==> src/rtl/chunked_serial_adder_if.sv <==
// Operand and result channels of the chunked serial adder.
// Both channels use valid/ready: a transfer happens on a rising clk edge where valid and
// ready are both high; the sender holds its payload stable from valid until that edge.
interface chunked_serial_adder_if #(
  parameter int WIDTH = 16
);
  logic             in_valid;
  logic             in_ready;
  logic [WIDTH-1:0] a;
  logic [WIDTH-1:0] b;
  logic             cin;
  logic             sub;
  logic             out_valid;
  logic             out_ready;
  logic [WIDTH-1:0] sum;
  logic             cout;
  logic             ovf;

  modport master (
    output in_valid, a, b, cin, sub, out_ready,
    input  in_ready, out_valid, sum, cout, ovf
  );

  modport slave (
    input  in_valid, a, b, cin, sub, out_ready,
    output in_ready, out_valid, sum, cout, ovf
  );
endinterface

==> src/rtl/chunked_serial_adder.sv <==
// Multi-cycle WIDTH-bit add/subtract using one CHUNK-bit adder slice, LSB chunk first.
// Operands are shifted right one chunk per RUN cycle; result chunks shift in from the top.
module chunked_serial_adder #(
  parameter int WIDTH = 16,
  parameter int CHUNK = 4
) (
  input  logic                   clk,
  input  logic                   rst_n,
  chunked_serial_adder_if.slave  bus,
  output logic [1:0]             dbg_state
);
  localparam int N  = WIDTH / CHUNK;
  localparam int CW = (N > 1) ? $clog2(N) : 1;

  generate
    if (CHUNK < 1 || CHUNK > WIDTH || (WIDTH % CHUNK) != 0) begin : g_bad_params
      $error("chunked_serial_adder: WIDTH must be a positive multiple of CHUNK");
    end
  endgenerate

  typedef enum logic [1:0] {
    IDLE = 2'd0,
    RUN  = 2'd1,
    DONE = 2'd2
  } state_t;

  state_t state_q, state_d;

  logic [WIDTH-1:0] a_q;
  logic [WIDTH-1:0] b_q;
  logic [WIDTH-1:0] res_q;
  logic             carry_q;
  logic [CW-1:0]    cnt_q;
  logic [WIDTH-1:0] sum_q;
  logic             cout_q;
  logic             ovf_q;

  logic                   in_ready_w;
  logic                   out_valid_w;
  logic                   accept;
  logic                   last_chunk;
  logic [CHUNK:0]         slice;
  logic [WIDTH+CHUNK-1:0] res_wide;
  logic [WIDTH-1:0]       res_next;

  assign in_ready_w  = rst_n && (state_q == IDLE);
  assign out_valid_w = rst_n && (state_q == DONE);
  assign accept      = bus.in_valid && in_ready_w;
  assign last_chunk  = (cnt_q == CW'(N - 1));

  // The low chunk of the shifting operand registers is always the chunk being added.
  assign slice    = {1'b0, a_q[CHUNK-1:0]} + {1'b0, b_q[CHUNK-1:0]} + {{CHUNK{1'b0}}, carry_q};
  assign res_wide = {slice[CHUNK-1:0], res_q};
  assign res_next = res_wide[WIDTH+CHUNK-1:CHUNK];

  always_comb begin
    state_d = state_q;
    case (state_q)
      IDLE:    if (accept) state_d = RUN;
      RUN:     if (last_chunk) state_d = DONE;
      DONE:    if (bus.out_ready) state_d = IDLE;
      default: state_d = IDLE;
    endcase
  end

  always_ff @(posedge clk) begin
    if (!rst_n) begin
      state_q <= IDLE;
      a_q     <= '0;
      b_q     <= '0;
      res_q   <= '0;
      carry_q <= 1'b0;
      cnt_q   <= '0;
      sum_q   <= '0;
      cout_q  <= 1'b0;
      ovf_q   <= 1'b0;
    end else begin
      state_q <= state_d;
      case (state_q)
        IDLE: begin
          if (accept) begin
            // Subtraction is a + ~b + 1; the +1 rides in on the initial carry.
            a_q     <= bus.a;
            b_q     <= bus.b ^ {WIDTH{bus.sub}};
            carry_q <= bus.sub ? 1'b1 : bus.cin;
            cnt_q   <= '0;
          end
        end
        RUN: begin
          a_q     <= a_q >> CHUNK;
          b_q     <= b_q >> CHUNK;
          res_q   <= res_next;
          carry_q <= slice[CHUNK];
          cnt_q   <= cnt_q + 1'b1;
          if (last_chunk) begin
            // On the final chunk the low bits of a_q/b_q hold the operand MSBs.
            sum_q  <= res_next;
            cout_q <= slice[CHUNK];
            ovf_q  <= (a_q[CHUNK-1] == b_q[CHUNK-1]) && (slice[CHUNK-1] != a_q[CHUNK-1]);
          end
        end
        default: ;
      endcase
    end
  end

  assign bus.in_ready  = in_ready_w;
  assign bus.out_valid = out_valid_w;
  assign bus.sum       = sum_q;
  assign bus.cout      = cout_q;
  assign bus.ovf       = ovf_q;
  assign dbg_state     = state_q;
endmodule
==> src/flat_wrapper.sv <==
// flat-port wrapper written by rule: the top's interface ports become plain ports
module chunked_serial_adder_flat 
#(
  parameter int WIDTH = 16,
  parameter int CHUNK = 4
)
  (clk, rst_n, dbg_state, bus_in_valid, bus_a, bus_b, bus_cin, bus_sub, bus_out_ready, bus_in_ready, bus_out_valid, bus_sum, bus_cout, bus_ovf);
  chunked_serial_adder_if #(.WIDTH(WIDTH)) bus_i ();
  input  logic clk;
  input  logic rst_n;
  output logic [1:0] dbg_state;
  input wire logic [$bits(bus_i.in_valid)-1:0] bus_in_valid;
  input wire logic [$bits(bus_i.a)-1:0] bus_a;
  input wire logic [$bits(bus_i.b)-1:0] bus_b;
  input wire logic [$bits(bus_i.cin)-1:0] bus_cin;
  input wire logic [$bits(bus_i.sub)-1:0] bus_sub;
  input wire logic [$bits(bus_i.out_ready)-1:0] bus_out_ready;
  output wire logic [$bits(bus_i.in_ready)-1:0] bus_in_ready;
  output wire logic [$bits(bus_i.out_valid)-1:0] bus_out_valid;
  output wire logic [$bits(bus_i.sum)-1:0] bus_sum;
  output wire logic [$bits(bus_i.cout)-1:0] bus_cout;
  output wire logic [$bits(bus_i.ovf)-1:0] bus_ovf;
  assign bus_i.in_valid = bus_in_valid;
  assign bus_i.a = bus_a;
  assign bus_i.b = bus_b;
  assign bus_i.cin = bus_cin;
  assign bus_i.sub = bus_sub;
  assign bus_i.out_ready = bus_out_ready;
  assign bus_in_ready = bus_i.in_ready;
  assign bus_out_valid = bus_i.out_valid;
  assign bus_sum = bus_i.sum;
  assign bus_cout = bus_i.cout;
  assign bus_ovf = bus_i.ovf;
  chunked_serial_adder #(.WIDTH(WIDTH), .CHUNK(CHUNK)) u_core (.clk(clk), .rst_n(rst_n), .bus(bus_i), .dbg_state(dbg_state));
endmodule
==> config.mk <==
export PLATFORM = sky130hd
export DESIGN_NAME = chunked_serial_adder_flat
export DESIGN_NICKNAME = d
export VERILOG_FILES = /design/src/rtl/chunked_serial_adder_if.sv /design/src/rtl/chunked_serial_adder.sv /design/src/flat_wrapper.sv
export SDC_FILE = /design/constraint.sdc
export NUM_CORES = 1
export LEC_CHECK = 0
export ABC_CLOCK_PERIOD_IN_PS = 4940
export CAP_MARGIN = 20
export CORE_MARGIN = 1.5
export CORE_UTILIZATION = 40
export CTS_CLUSTER_SIZE = 12
export DETAILED_ROUTE_END_ITERATION = 10
export REMOVE_ABC_BUFFERS = 1
export SETUP_SLACK_MARGIN = 0.5
export SYNTH_ARGS = -nofsm -noshare
export SYNTH_HDL_FRONTEND = slang
export SYNTH_SLANG_ARGS = --single-unit
==> constraint.sdc <==
create_clock -name clk -period 4.94 [get_ports clk]
set_clock_uncertainty 0.1 [all_clocks]
set_input_delay 1.482 -clock clk [delete_from_list [all_inputs] [get_ports clk]]
set_output_delay 1.482 -clock clk [all_outputs]
set_load 0.005 [all_outputs]
Yosys cells after proc, flatten, opt, wreduce, memory -nomap -nowiden --
Index checks and enable logic that the tools add are counted.
Storage, ports and cells: register bits 71, output and inout bits 22, word-level logic and storage cells 43, bits of input ports 38
Operators by class: muxes and demuxes 13, equality and inequality tests 8, bitwise logic cells 1, $add $sub $neg 3, reductions and logical operators 9
Operators by type and width (number):
- $pmux W16 S2 | 2
- $mux W16 | 2
- $xor A16 B16 Y16 | 1
- $mux W2 | 4
- $pmux W2 S3 | 1
- $add A4 B4 Y5 | 1
- $add A5 B1 Y5 | 1
- $eq A2 B2 Y1 const B | 2
- $logic_and A1 B1 Y1 | 4
- $ne A2 B1 Y1 const B | 2
- $pmux W2 S2 | 1
- $reduce_and A2 Y1 | 2
- $reduce_and A3 Y1 | 1
- $add A2 B1 Y2 const B | 1
- $eq A2 B1 Y1 const B | 1
- $logic_not A2 Y1 | 1
- $mux W1 | 2
- $ne A2 B2 Y1 const B | 1
- $pmux W1 S2 | 1
- $reduce_bool A2 Y1 | 1
- $eq A1 B1 Y1 | 1
- $ne A1 B1 Y1 | 1

Depth between registers and ports, before layout --
depth in word-level cells 5, depth in mapped cells 6, gate-level depth less buffers 6

Worst setup path after synthesis --
No wires, ideal clock.
path type input to output, start point in rst_n, end point out bus_in_ready, arrival time 2.215 ns, path slack 1.143 ns, buffers on the path 2, stages 4, data required time 3.358 ns, cells stage by stage buf_2 -> clkinv_1 -> clkbuf_1 -> nor3_1
On the way: longest elaborated chain between the ends 1
RTL lines:
- start, declared | line flat_wrapper.sv:10 | input logic rst_n;
- $logic_and A1 B1 Y1 | line chunked_serial_adder.sv:46 | assign in_ready_w = rst_n && (state_q == IDLE);
- end, declared | line flat_wrapper.sv:18 | output wire logic [$bits(bus_i.in_ready)-1:0] bus_in_ready;
No other way between the ends.

Worst setup path in the final report --
start point in rst_n, end point out bus_out_valid
On the way: longest elaborated chain between the ends 1
RTL lines:
- $logic_and A1 B1 Y1 | line chunked_serial_adder.sv:47 | assign out_valid_w = rst_n && (state_q == DONE);
- end, declared | line flat_wrapper.sv:19 | output wire logic [$bits(bus_i.out_valid)-1:0] bus_out_valid;
No other way between the ends.

==> impl_metrics.csv <==
group,metric,value,unit
placed_design,dp_slack,0.505,ns
detailed_routing,wl_per_cell,13.3,um
timing,post-route-period-util,87.9,%
worst_setup_path,cp_num_buf_inv,3,
timing,max_slew.worst_pin.slew,0.796,ns
detailed_routing,vias,2426,
synthesis,synth_async_sr_flop_share,0,%
worst_setup_path,required,3.36,ns
clocking,clk_pin_slew,0.07,ns
pwr,power_frac_clock,38.1,%
synthesis,synth_area,3010,um2
clocking,clock-sinks,67,
timing,min_period,4.34,ns
timing,setup_tns,0,ns
pwr,swShare,24.5,%
run_status,outcome,"complete, no violations",
grt,grt_pass1_wl,10700,um
synthesis,synth_edf_count,0,
grt,use_met2,26.5,%
grt,busiest_layer,"met2",
worst_setup_path,cp.arrival,2.76,ns
worst_setup_path,cp_slowest_cell,"clkdlybuf4s50_1",
pwr,power.internal,0.895,mW
worst_setup_path,cp_top_family,"buffers and inverters",
synthesis,yosysWarnings,0,
synthesis,ys_seq_area_share,44.6,%
clocking,cts_tree,"yes",
timing,max_freq,230,MHz
worst_setup_path,startpoint_type,"input pin",
detailed_routing,wl,6390,um
detailed_routing,dr.pass1.iters,4,
worst_setup_path,crit_path_end_kind,"output port",
detailed_routing,via_per_inst,5.05,
finish,finalInstanceArea,3770,um2
timing,maxSlewViolCount,0,
pwr,seqPwrFrac,49.0,%
detailed_routing,drc_errors,0,
placed_design,dpl_cell_area,3580,um2
timing,relSlewSlack,46.9,%
grt,grt_start_max_net_pins,51,
synthesis,synth_cell_type_count,46,
die,dieArea,8050,um2
timing,setup_ws,0.600,ns
die,fp-row-count,31,
pwr,vdd_drop_max,0.000140,V
grt,grt_use_total,16.3,%
clocking,ctsHoldBuffers,0,
die,start_util,41.5,%
synthesis,syn_inst,330,
finish,fin_util,52.0,%
hold_path,hp-class,"reg -> reg",
synthesis,synth_top_flop_cell,"dfxtp_1",
finish,final_cells,480,
clocking,clockBufferDepth,2,
clocking,postCtsSetupBuffers,0,
placed_design,port_buffers,59,
die,die_h,89.7,um
worst_setup_path,crit_chain,"clkdlybuf4s50_1, inv_2, nor3b_1, clkdlybuf4s50_1",
die,die_x,89.7,um
clocking,htree_levels,3,
worst_setup_path,cp_max_fo,3,
clocking,clkLatencyLatePin,0.34,ns
clocking,cts.repair.resized,0,
worst_setup_path,path_common_cell,"clkdlybuf4s50_1",
worst_setup_path,path_class,"in -> out",
grt,grt_util_met1,20.2,%
finish,final_cell_mix,"dfxtp_1, nand2_1, clkdlybuf4s50_1, a21oi_1, nor2_1",
run,drv_cap,0,
finish,synthToLayoutAreaGrowth,25.5,%
worst_setup_path,cpPeakStageDelay,0.53,ns
timing,timing.hold.ws,0.351,ns
synthesis,avgSynthCellArea,9.11,um2
finish,nets,421,
die,ios,60,
grt,grt_remaining_overflow,0,
timing,hold_viol,0,
placed_design,placed_cells,465,
placed_design,gp_congestion,0.715,
pwr,cellPowerDensity,314,nW/um2
grt,use_met3,3.47,%
clocking,clockRootBuffer,"clkbuf_8",
timing,rsz0062_at_grt,"no",
detailed_routing,drt_iter0_drc,108,
placed_design,dp_hpwl,4030,um
timing,setup_viol,0,
die,core_area,7250,um2
pwr,switching_power,0.290,mW
finish,layout-drive-gt1-share,11.8,%
synthesis,ys_seq_elements,67,
clocking,numCtsBuffers,9,
grt,grt_pass1_vias,2313,
grt,antenna_found_initial,0,
pwr,p_comb_share,12.9,%
detailed_routing,ant_nets,0,
finish,antenna_cells,0,
pwr,p_total,1.19,mW
finish,layout_commonest_cell,"dfxtp_1",
pwr,power_leakage,1.32,nW
## layout make-up
class                      instances  area (um2)
fill                             736        3480
clock inverter                     2        35.0
sequential                        67        1340
timing repair buffer              64         628
multi-input combinational        226        1450
tap                               99         124
inverter                           9        33.8
clock buffer                      13         159
## state kept, by name (all words and copies together), names as in the netlist
name              flops
u_core.a_q           16
u_core.b_q           16
u_core.bus.sum       16
u_core.res_q         12
u_core.cnt_q          2
u_core.dbg_state      2
u_core.bus.cout       1
u_core.bus.ovf        1
u_core.carry_q        1
## power by group through the flow
stage | combinational [mW] | clock [mW] | sequential [mW]
3_3_place_gp | 0.153 | 0 | 0.593
4_1_cts | 0.154 | 0.465 | 0.581
3_5_place_dp | 0.154 | 0 | 0.594
6_report | 0.153 | 0.451 | 0.581
2_1_floorplan | 0.0894 | 0 | 0.589
5_1_grt | 0.170 | 0.494 | 0.584
## worst paths after layout
kind / startpoint / slack [ns] / endpoint / depth (start not counted)
max reg2reg: u_core.dbg_state[0] / 2.89 / u_core.cnt_q[0] / 4
max: rst_n / 0.60 / bus_out_valid / 4
min: u_core.a_q[9] / 0.35 / u_core.a_q[9] / 2
min reg2reg: u_core.a_q[9] / 0.35 / u_core.a_q[9] / 2
## cells by family after synthesis
logic type                 count (synthesis)  synth area share, %
xor gates and xnor gates                  17                 4.95
buffers and inverters                     37                 7.20
DFF                                       67                 44.6
adders and majority gates                  6                 3.00
AOI/OAI and AO/OA                         94                 22.9
muxes                                      1                0.333
and+or+nand+nor                          108                 17.0
## worst min-delay path, stage by stage (launching register included)
cell and delay, ns:
dfxtp_1 0.30, inv_1 0.06, a21oi_1 0.05
## metal layers
metal | share of wire (%) | up-vias
li1 | - | 1251
met3 | 4.0 | 14
met5 | 0 | -
met1 | 47 | 1096
met2 | 46 | 65
met4 | 2.6 | 0
## cell usage after synthesis (all sizes together), types with 3 or more instances
| library cell | count | share of area, % |
|---|---|---|
| a2111oi | 3 | 0.87 |
| a211oi | 8 | 2.0 |
| a21oi | 50 | 9.3 |
| a22oi | 11 | 4.1 |
| a311o | 3 | 1.0 |
| and3 | 3 | 0.62 |
| buf | 22 | 5.3 |
| clkbuf | 6 | 0.79 |
| dfxtp | 67 | 45 |
| ha | 4 | 1.7 |
| inv | 8 | 1.0 |
| nand2 | 59 | 7.4 |
| nand3 | 13 | 2.2 |
| nor2 | 15 | 2.0 |
| nor3 | 8 | 1.3 |
| o221a | 4 | 1.5 |
| o221ai | 8 | 2.3 |
| xnor2 | 5 | 1.5 |
| xor2 | 12 | 3.5 |
Power figures use the tool's default switching activity.
